**src/rtl/vend_pkg.sv**
```systemverilog
// Shared definitions for the coin-slot arbiter: coin codes, FSM states and coin value helper.
package vend_pkg;

    localparam logic [1:0] COIN_NONE = 2'b00;
    localparam logic [1:0] COIN_5    = 2'b01;
    localparam logic [1:0] COIN_10   = 2'b10;

    typedef enum logic [1:0] {
        ST_IDLE,
        ST_FEED,
        ST_VEND,
        ST_CLEAR
    } state_t;

    // Credit value of a coin code in 5-unit steps; the illegal code is worth nothing.
    function automatic logic [1:0] coin_units(input logic [1:0] code);
        case (code)
            COIN_5:  coin_units = 2'd1;
            COIN_10: coin_units = 2'd2;
            default: coin_units = 2'd0;
        endcase
    endfunction

endpackage

```
**src/rtl/vend_rr_pick.sv**
```systemverilog
// Combinational round-robin finder: first requester at or after i_ptr, wrapping at N.
module vend_rr_pick #(
    parameter int unsigned N     = 4,
    parameter int unsigned IDX_W = 2
) (
    input  logic [N-1:0]     i_req,
    input  logic [IDX_W-1:0] i_ptr,
    output logic [N-1:0]     o_gnt,
    output logic [IDX_W-1:0] o_idx,
    output logic             o_any
);

    logic [IDX_W:0] w_j;

    always_comb begin
        o_gnt = '0;
        o_idx = '0;
        o_any = 1'b0;
        w_j   = '0;
        for (int unsigned k = 0; k < N; k++) begin
            // ptr + k reduced modulo N without a divider
            w_j = (IDX_W+1)'(i_ptr) + (IDX_W+1)'(k);
            if (w_j >= (IDX_W+1)'(N)) begin
                w_j = w_j - (IDX_W+1)'(N);
            end
            if (!o_any && i_req[w_j[IDX_W-1:0]]) begin
                o_any                 = 1'b1;
                o_idx                 = w_j[IDX_W-1:0];
                o_gnt[w_j[IDX_W-1:0]] = 1'b1;
            end
        end
    end

endmodule

```
**src/rtl/vend_slot_arbiter.sv**
```systemverilog
// Round-robin arbiter sharing one vending core between coin slots, with stall abort and refund.
// Optional VEND_STATS_EN adds saturating vend/abort counters.
module vend_slot_arbiter
    import vend_pkg::*;
#(
    parameter int unsigned N_SLOTS     = 4,
    parameter int unsigned TIMEOUT_CYC = 16,
    parameter int unsigned CREDIT_W    = 4
) (
    input  logic                   clk,
    input  logic                   reset,
    input  logic [N_SLOTS-1:0]     slot_req,
    input  logic [2*N_SLOTS-1:0]   slot_coin,
    output logic [N_SLOTS-1:0]     slot_gnt,
    output logic [N_SLOTS-1:0]     slot_vend,
    output logic [1:0]             slot_change,
    output logic [N_SLOTS-1:0]     slot_refund,
    output logic [CREDIT_W-1:0]    refund_units,
    output logic [1:0]             vm_in,
    output logic                   vm_rst,
    input  logic [1:0]             vm_out,
    input  logic [1:0]             vm_change,
    output logic                   busy
`ifdef VEND_STATS_EN
    ,
    output logic [15:0]            vend_count,
    output logic [15:0]            abort_count
`endif
);

    localparam int unsigned IDX_W  = $clog2(N_SLOTS);
    localparam int unsigned IDLE_W = $clog2(TIMEOUT_CYC + 1);
    localparam int unsigned SUM_W  = CREDIT_W + 1;

    state_t                r_state;
    logic [N_SLOTS-1:0]    r_gnt;
    logic [N_SLOTS-1:0]    r_vend;
    logic [N_SLOTS-1:0]    r_refund;
    logic [IDX_W-1:0]      r_idx;
    logic [IDX_W-1:0]      r_ptr;
    logic [CREDIT_W-1:0]   r_credit;
    logic [CREDIT_W-1:0]   r_refund_units;
    logic [IDLE_W-1:0]     r_idle;
    logic [1:0]            r_change;
    logic [1:0]            r_vm_in;
    logic                  r_vm_rst;
    logic                  r_busy;

    logic [N_SLOTS-1:0]    w_pick_gnt;
    logic [IDX_W-1:0]      w_pick_idx;
    logic                  w_pick_any;
    logic [1:0]            w_coin;
    logic [1:0]            w_units;
    logic [SUM_W-1:0]      w_sum;
    logic                  w_fits;
    logic                  w_has_credit;
    logic                  w_timeout;
    logic                  w_req_g;
    logic [IDX_W-1:0]      w_next_ptr;

    vend_rr_pick #(
        .N     (N_SLOTS),
        .IDX_W (IDX_W)
    ) u_pick (
        .i_req (slot_req),
        .i_ptr (r_ptr),
        .o_gnt (w_pick_gnt),
        .o_idx (w_pick_idx),
        .o_any (w_pick_any)
    );

    // Granted slot's coin and whether it fits in the credit counter
    assign w_coin       = slot_coin[{r_idx, 1'b0} +: 2];
    assign w_units      = coin_units(w_coin);
    assign w_sum        = SUM_W'(r_credit) + SUM_W'(w_units);
    assign w_fits       = (w_units != 2'd0) && !w_sum[CREDIT_W];
    assign w_has_credit = (r_credit != '0);
    assign w_timeout    = w_has_credit && (r_idle == IDLE_W'(TIMEOUT_CYC - 1));
    assign w_req_g      = slot_req[r_idx];
    assign w_next_ptr   = (r_idx == IDX_W'(N_SLOTS - 1)) ? '0 : r_idx + IDX_W'(1);

    always_ff @(posedge clk or negedge reset) begin
        if (!reset) begin
            r_state        <= ST_IDLE;
            r_gnt          <= '0;
            r_vend         <= '0;
            r_refund       <= '0;
            r_idx          <= '0;
            r_ptr          <= '0;
            r_credit       <= '0;
            r_refund_units <= '0;
            r_idle         <= '0;
            r_change       <= '0;
            r_vm_in        <= COIN_NONE;
            r_vm_rst       <= 1'b0;
            r_busy         <= 1'b0;
        end else begin
            r_vend         <= '0;
            r_refund       <= '0;
            r_refund_units <= '0;
            r_change       <= '0;
            r_vm_in        <= COIN_NONE;
            r_vm_rst       <= 1'b1;
            case (r_state)
                ST_IDLE: begin
                    if (w_pick_any) begin
                        r_gnt    <= w_pick_gnt;
                        r_idx    <= w_pick_idx;
                        r_credit <= '0;
                        r_idle   <= '0;
                        r_busy   <= 1'b1;
                        r_state  <= ST_FEED;
                    end
                end
                ST_FEED: begin
                    // Core completion beats both timeout and request drop
                    if (vm_out != 2'b00) begin
                        r_vend   <= r_gnt;
                        r_change <= vm_change;
                        r_credit <= '0;
                        r_state  <= ST_VEND;
                    end else if (w_has_credit && (w_timeout || !w_req_g)) begin
                        r_refund       <= r_gnt;
                        r_refund_units <= r_credit;
                        r_vm_rst       <= 1'b0;
                        r_credit       <= '0;
                        r_state        <= ST_CLEAR;
                    end else if (!w_req_g) begin
                        r_gnt   <= '0;
                        r_ptr   <= w_next_ptr;
                        r_busy  <= 1'b0;
                        r_state <= ST_IDLE;
                    end else if (w_fits) begin
                        r_credit <= w_sum[CREDIT_W-1:0];
                        r_vm_in  <= w_coin;
                        r_idle   <= '0;
                    end else if (w_has_credit) begin
                        r_idle <= r_idle + IDLE_W'(1);
                    end
                end
                ST_VEND, ST_CLEAR: begin
                    r_gnt   <= '0;
                    r_ptr   <= w_next_ptr;
                    r_busy  <= 1'b0;
                    r_state <= ST_IDLE;
                end
                default: begin
                    r_state <= ST_IDLE;
                end
            endcase
        end
    end

    assign slot_gnt     = r_gnt;
    assign slot_vend    = r_vend;
    assign slot_change  = r_change;
    assign slot_refund  = r_refund;
    assign refund_units = r_refund_units;
    assign vm_in        = r_vm_in;
    assign vm_rst       = r_vm_rst;
    assign busy         = r_busy;

`ifdef VEND_STATS_EN
    logic [15:0] r_vend_count;
    logic [15:0] r_abort_count;

    // VEND and CLEAR each last exactly one cycle, so counting state cycles counts events
    always_ff @(posedge clk or negedge reset) begin
        if (!reset) begin
            r_vend_count  <= '0;
            r_abort_count <= '0;
        end else begin
            if (r_state == ST_VEND && r_vend_count != 16'hFFFF) begin
                r_vend_count <= r_vend_count + 16'd1;
            end
            if (r_state == ST_CLEAR && r_abort_count != 16'hFFFF) begin
                r_abort_count <= r_abort_count + 16'd1;
            end
        end
    end

    assign vend_count  = r_vend_count;
    assign abort_count = r_abort_count;
`endif

endmodule

```
**config.mk**
```make
export PLATFORM = sky130hd
export DESIGN_NAME = vend_slot_arbiter
export DESIGN_NICKNAME = d
export VERILOG_FILES = /design/src/rtl/vend_pkg.sv /design/src/rtl/vend_rr_pick.sv /design/src/rtl/vend_slot_arbiter.sv
export SDC_FILE = /design/constraint.sdc
export NUM_CORES = 1
export LEC_CHECK = 0
export ABC_AREA = 1
export BUFFER_PORTS_ARGS = -buffer_cell sky130_fd_sc_hd__buf_2
export CAP_MARGIN = 20
export CORE_UTILIZATION = 56
export DETAILED_ROUTE_END_ITERATION = 8
export GPL_ROUTABILITY_DRIVEN = 0
export PLACE_DENSITY_LB_ADDON = 0.2
export SLEW_MARGIN = 20
export SYNTH_ARGS = -nofsm -noshare
export SYNTH_HDL_FRONTEND = slang
export SYNTH_HIERARCHICAL = 1
export SYNTH_SLANG_ARGS = --single-unit
export TNS_END_PERCENT = 20
```
**constraint.sdc**
```tcl
create_clock -name clk -period 3 [get_ports clk]
set_input_delay 0.9 -clock clk [delete_from_list [all_inputs] [get_ports clk]]
set_output_delay 0.9 -clock clk [all_outputs]
set_load 0.005 [all_outputs]
```
== Word-level counts from Yosys, hierarchy flattened ==
Index checks and enable logic that the tools add are counted.

* Register bits after elaboration: 37
* Input port bits: 18
* Output and inout port bits: 22
* Logic and storage cells: 171

* $add $sub $neg: 10
* Magnitude comparators: 13
* Equality and inequality tests: 16
* Shift-type cells: 1
* Mux-type cells: 86
* Bitwise logic cells: 3
* Reductions and logical operators: 29

{| class="wikitable"
|+ Operator list
! operator !! number
|-
| 4-bit two-way mux || 21
|-
| 2-bit two-way mux || 23
|-
| 5-bit two-way mux || 6
|-
| 1-bit two-way mux || 20
|-
| 2-bit by 3-bit less-than comparator with 1-bit output (second input constant) || 5
|-
| 4-bit inequality test (second input constant) || 3
|-
| 4-bit OR || 3
|-
| 4-bit one-hot mux with 3 select lines || 1
|-
| 4-bit AND reduction || 3
|-
| 1-bit binary-select mux with 2-bit select || 5
|-
| 1-bit logical AND || 10
|-
| 5-bit one-hot mux with 2 select lines || 1
|-
| 3-bit >= comparator (second input constant) || 3
|-
| 1-bit demux with 2-bit select || 4
|-
| 2-bit == test (second input constant) || 4
|-
| 2-bit by 1-bit >= comparator with 1-bit output (second input constant) || 4
|-
| 2-bit inequality test (second input constant) || 4
|-
| 2-bit one-hot mux with 2 select lines || 2
|-
| 4-bit one-hot mux with 2 select lines || 1
|-
| 2-bit nonzero test || 4
|-
| 8-bit by 4-bit variable part select with 2-bit output || 1
|-
| 2-bit by 1-bit subtractor with 2-bit output (second input constant) || 4
|-
| 2-bit by 2-bit adder with 3-bit output (second input constant) || 2
|-
| 2-bit one-hot mux with 3 select lines || 1
|-
| other kinds (17) || 23
|}

== Longest topological paths before layout ==
* Word-level depth: 16
* Depth in mapped cells: 16
* Depth with buffers taken out: 15

== Cells and area by module ==
The synthesis kept the hierarchy.

{| class="wikitable"
|+ Modules (own cells, without submodules)
! module !! times used !! cells each !! area an instance (µm²) !! sequential area each (µm²)
|-
| vend_slot_arbiter || 1 || 210 || 1910.6 || 925.9
|-
| vend_rr_pick || 1 || 74 || 440.4 || 0.0
|}

== Worst setup path after synthesis ==
OpenSTA, ideal clock, no wires.

* Path type: input -> register
* From: in slot_coin[3]
* To: reg r_idle[2]
* Setup time: 0.117 ns
* Arrival: 2.641 ns
* Required time: 2.883 ns
* Slack: 0.242 ns
* Cell stages on the path: 14
* Buffers on the path: 0
* Cells stage by stage: nand2_1 > a32oi_1 > inv_1 > ha_1 > ha_1 > fa_1 > nand2_1 > o21ai_2 > nand2_2 > nor2_2 > a21oi_4 > nand2_4 > nand2_1 > nand2_1

* Cells in the longest elaborated chain, start to end: 11
* Elaborated cells between the ends (all ways): 15
* Those cells by class: add/sub (1); eq/ne (3); shift (1); mux (6); reduce/logical (4)

{| class="wikitable"
|+ Ends and longest elaborated chain
! what !! RTL line !! source
|-
| start: declaration || vend_slot_arbiter.sv:13 || <nowiki>input logic [2*N_SLOTS-1:0] slot_coin,</nowiki>
|-
| 8-bit by 4-bit variable part select with 2-bit output * || vend_slot_arbiter.sv:73 || <nowiki>assign w_coin = slot_coin[{r_idx, 1'b0} +: 2];</nowiki>
|-
| 2-bit == test or 2-bit by 1-bit == test with 1-bit output (tied branches) || vend_pkg.sv:17 || <nowiki>case (code)</nowiki>
|-
| 2-bit one-hot mux with 2 select lines * || vend_pkg.sv:17 ||
|-
| 4-bit by 2-bit adder with 5-bit output || vend_slot_arbiter.sv:75 || <nowiki>assign w_sum = SUM_W'(r_credit) + SUM_W'(w_units);</nowiki>
|-
| 1-bit logical NOT || vend_slot_arbiter.sv:76 || <nowiki>assign w_fits = (w_units != 2'd0) && !w_sum[CREDIT_W];</nowiki>
|-
| 1-bit logical AND * || vend_slot_arbiter.sv:76 ||
|-
| 5-bit two-way mux || vend_slot_arbiter.sv:133 || <nowiki>end else if (w_fits) begin</nowiki>
|-
| 5-bit two-way mux || vend_slot_arbiter.sv:128 || <nowiki>end else if (!w_req_g) begin</nowiki>
|-
| 5-bit two-way mux || vend_slot_arbiter.sv:122 || <nowiki>end else if (w_has_credit && (w_timeout || !w_req_g)) begin</nowiki>
|-
| 5-bit two-way mux || vend_slot_arbiter.sv:117 || <nowiki>if (vm_out != 2'b00) begin</nowiki>
|-
| 5-bit one-hot mux with 2 select lines || vend_slot_arbiter.sv:104 || <nowiki>case (r_state)</nowiki>
|-
| end signal: assignment || vend_slot_arbiter.sv:138 || <nowiki>r_idle <= r_idle + IDLE_W'(1);</nowiki>
|-
| end: declaration || vend_slot_arbiter.sv:43 || <nowiki>logic [IDLE_W-1:0] r_idle;</nowiki>
|}

Mark *: on every way between the ends. The rest lies on a longest branch, timed or not. The select of a mux whose other input is x is not followed.
A chain may end at the register's enable or synchronous reset.

== Worst setup path after layout ==
* From: reg r_idx[0]
* To: reg r_idle[4]

* Cells in the longest elaborated chain, start to end: 11
* Elaborated cells between the ends (all ways): 22
* Those cells by class: add/sub (1); eq/ne (5); shift (1); mux (8); reduce/logical (7)

{| class="wikitable"
|+ Ends and longest elaborated chain
! what !! RTL line !! source
|-
| start: declaration || vend_slot_arbiter.sv:39 || <nowiki>logic [IDX_W-1:0] r_idx;</nowiki>
|-
| start signal: assignment || vend_slot_arbiter.sv:108 || <nowiki>r_idx <= w_pick_idx;</nowiki>
|-
| 8-bit by 4-bit variable part select with 2-bit output || vend_slot_arbiter.sv:73 ||
|-
| 2-bit == test or 2-bit by 1-bit == test with 1-bit output (tied branches) || vend_pkg.sv:17 ||
|-
| 2-bit one-hot mux with 2 select lines || vend_pkg.sv:17 ||
|-
| 4-bit by 2-bit adder with 5-bit output || vend_slot_arbiter.sv:75 ||
|-
| 1-bit logical NOT || vend_slot_arbiter.sv:76 ||
|-
| 1-bit logical AND || vend_slot_arbiter.sv:76 ||
|-
| 5-bit two-way mux || vend_slot_arbiter.sv:133 ||
|-
| 5-bit two-way mux || vend_slot_arbiter.sv:128 ||
|-
| 5-bit two-way mux || vend_slot_arbiter.sv:122 ||
|-
| 5-bit two-way mux || vend_slot_arbiter.sv:117 ||
|-
| 5-bit one-hot mux with 2 select lines || vend_slot_arbiter.sv:104 ||
|}

Parallel ways exist; a longest one is shown, timed or not. The select of a mux whose other input is x is not followed.

==> metrics.txt <==
unrepaired setup endpoints after global routing=false; number of flops mapped to enable cells by yosys=0; Design Area, Final=0.00269 mm2; full die area=0.00446 mm2; Synth Warn #=6; reg2reg start=r_idx[0]$_DFFE_PN0P_; setup bufs post-CTS=0; status=finished, final reports clean; Post-Synthesis Cells=284; Die W=66.8 um; global-route met3 utilization=5.31%; Worst Skew=around 0.006 ns; Top FF cell, synth=dfrtp_1; Worst-Skew Late Latency=0.30 ns; Hold WC Path Type=reg -> reg; top-count cell post-synth=nand2_1; final slew viol count=0; DR vias/cell=approximately 5; share of cells above drive strength 1=26.0%; CP Capture Type=flip-flop; clock buffer count from CTS=5; top-area cell type share of the netlist area=39.4%; Syn-to-layout area delta=14.3%; Global Route Usage Sum=a little under a quarter; CORE AREA=about 0.004 mm2; DRT Wirelength=4660 um; first drt pass iteration count=4; Slowest-stage cell, CP=dfrtp_1; Synth Net Count=315; deepest clock path buffer count=2; endpoints failing setup=0; Hold EP=slot_gnt[3]$_DFFE_PN0P_; total global routing overflow=0; effective utilization at floorplan=between 50% and 60%; VDD IR max=0.505 mV; Yosys cell types=30; Worst-Margin Slew=0.813 ns; Cells on Worst Hold Path=2; antenna cells=0; Setup CP Type=reg -> reg; max_slew headroom=45.8%; Fin Setup TNS=0 ns; critical path's largest stage delay=0.54 ns; pin count of the biggest net entering global routing=38; most frequent cells after synthesis=nand2_1 (73), dfrtp_1 (37), inv_1 (34), nand3_1 (28), nor2_1 (26); Root Buffer=clkbuf_8; crit-path cells=inv_6 -> nand2_1 -> a32oi_1 -> inv_1 -> ha_1 -> ha_1 -> fa_1 -> nand2_1 -> o21ai_2 -> nand2_2 -> nor2_2 -> a21oi_4 -> nand2_4 -> nand2_1 -> nand2_1; DR vias=1950; Fill cells=347; CP dominant cell by count=nand2_1; dpl cell area=around 0.0026 mm2; first-pass GRT wire length=7770 um; Hold Path Origin=slot_gnt[3]$_DFFE_PN0P_; max-cap violation count=0; Cell Rows=23; die height=66.8 um; reg2reg end=r_idle[4]$_DFFE_PN0P_; post-synthesis sequential area ratio=39.4%; CP Max Fanout=9; Avg Cell Area, Syn=8.28 um2; Post-Syn Area=0.00235 mm2; Crit. path cell count=15; fin crit share=90.5%; worst endpoint required time=3.18 ns; vias in the first global route=1712; Crit path buffers/inverters=2; number of DRC markers in iteration 0=roughly 160; startpoint types=flip-flop; min Tclk post-route=2.71 ns; ranking of synthesized cells by area=dfrtp_1 (39%), nand2_1 (12%), ha_1 (6.4%); area of the multi-input gates=0.00125 mm2; Detail Route Antenna Nets=0; WL per Instance=12.2 um; pwr dens=917 mW/mm2; dpl hpwl=3590 um; # hold bufs at CTS=0; Clock Sinks=37; met2 usage=around two fifths; H-tree Lvls=2; Peak Freq=0.368 GHz; cell taking the most area after synthesis=dfrtp_1; Leak=1.50 nW; arrival time worst endpoint=2.90 ns; CTS tree=done; port bufs=39; # nets final=about 360; CTS resizes=0; slack of the worst reg-to-reg path=0.29 ns; worst reg2reg path depth=15; Worst path top cell family by delay=adder cells; register area=926 um2; io pins=40; hold slack=roughly 0.49 ns; final hold violations=0; GR Layer Usage met1=30.4%; Synth Register Bits=37; Reg clk slew, reported paths=0.07 ns; gr busiest metal=met2; DRC=0; Async SR Flop Fraction=100%; initial antenna violation count=0
## through the flow
| stage | std cells | total power, mW | utilization (%) | setup WS, ns |
|---|---|---|---|---|
| CTS | 381 | 2.48 | 66.7 | 0.294 |
| finish | 381 | 2.47 | 66.7 | 0.285 |
| global route | 381 | 2.71 | 66.7 | 0.127 |
| floorplan | 284 | 1.84 | - | 0.242 |
| detailed placement | 373 | 2.13 | 64.6 | 0.00215 |
| global placement | 373 | 2.10 | 64.6 | 0.0584 |
## worst reg2reg max path, cell delays in order, from the launching register on
cell and delay, ns:
dfrtp_1 0.54, inv_6 0.16, nand2_1 0.06, a32oi_1 0.24, inv_1 0.09, ha_1 0.19, ha_1 0.20, fa_1 0.40
nand2_1 0.09, o21ai_2 0.06, nand2_2 0.07, nor2_2 0.05, a21oi_4 0.21, nand2_4 0.10, nand2_1 0.07, nand2_1 0.05
## cells in the final DEF, fill, tap and decap left out, types with 2 or more instances in the layout
cell type,instances
inv_2,3
nand3_2,2
buf_4,2
buf_2,39
nor2_1,26
nand4_1,11
a21oi_1,10
nand2_4,6
nand3_1,28
a32oi_1,2
inv_1,34
nor2_2,2
nand3_4,5
a21boi_0,4
nand2_2,11
clkinv_2,2
nand2_1,73
dfrtp_1,37
ha_1,12
nor2_4,2
clkbuf_8,5
o21ai_0,2
xor2_1,2
## metal layers
layer	share of wire (%)	wire length [um]
met1	47	2190
met4	1.3	59
met5	0	0
met2	47	2200
met3	4.5	212
## layout make-up
cell class	count	area share, %
Tap cell	50	2.33
Clock buffer	5	2.56
Inverter	38	5.49
Sequential cell	37	34.5
Multi-Input combinational cell	207	46.7
Clock inverter	3	0.652
Timing Repair Buffer	41	7.82
## sequential cells by signal (all words and copies together), names as in the netlist, 4 cells and up
signal,cells
r_credit,4
slot_gnt,4
r_idle,5
slot_refund,4
refund_units,4
slot_vend,4
## report_power, final
group          switching (mW)  internal (mW)
registers              0.0935          0.588
clock network           0.181          0.160
logic                   0.955          0.488
total                    1.23           1.24
## how the worst max path moves through the flow
| stage | from | slack [ns] | to |
|---|---|---|---|
| floorplan | slot_coin[3] | 0.24 | r_idle[2]$_DFFE_PN0P_ |
| global placement | slot_coin[3] | 0.06 | r_idle[2]$_DFFE_PN0P_ |
| detailed placement | slot_coin[3] | 0.002 | r_idle[0]$_DFFE_PN0P_ |
| CTS | r_idx[0]$_DFFE_PN0P_ | 0.29 | r_idle[4]$_DFFE_PN0P_ |
| global route | r_idx[0]$_DFFE_PN0P_ | 0.13 | r_idle[4]$_DFFE_PN0P_ |
| finish | r_idx[0]$_DFFE_PN0P_ | 0.29 | r_idle[4]$_DFFE_PN0P_ |
## kinds of logic after synthesis
group | share of synthesized area [%]
compound gates | 6.44
flops | 39.4
xor+xnor | 1.12
buf+inv | 7.24
simple gates | 38.6
fa+ha+maj | 7.24
No activity file was read; power rests on OpenSTA's default activity.
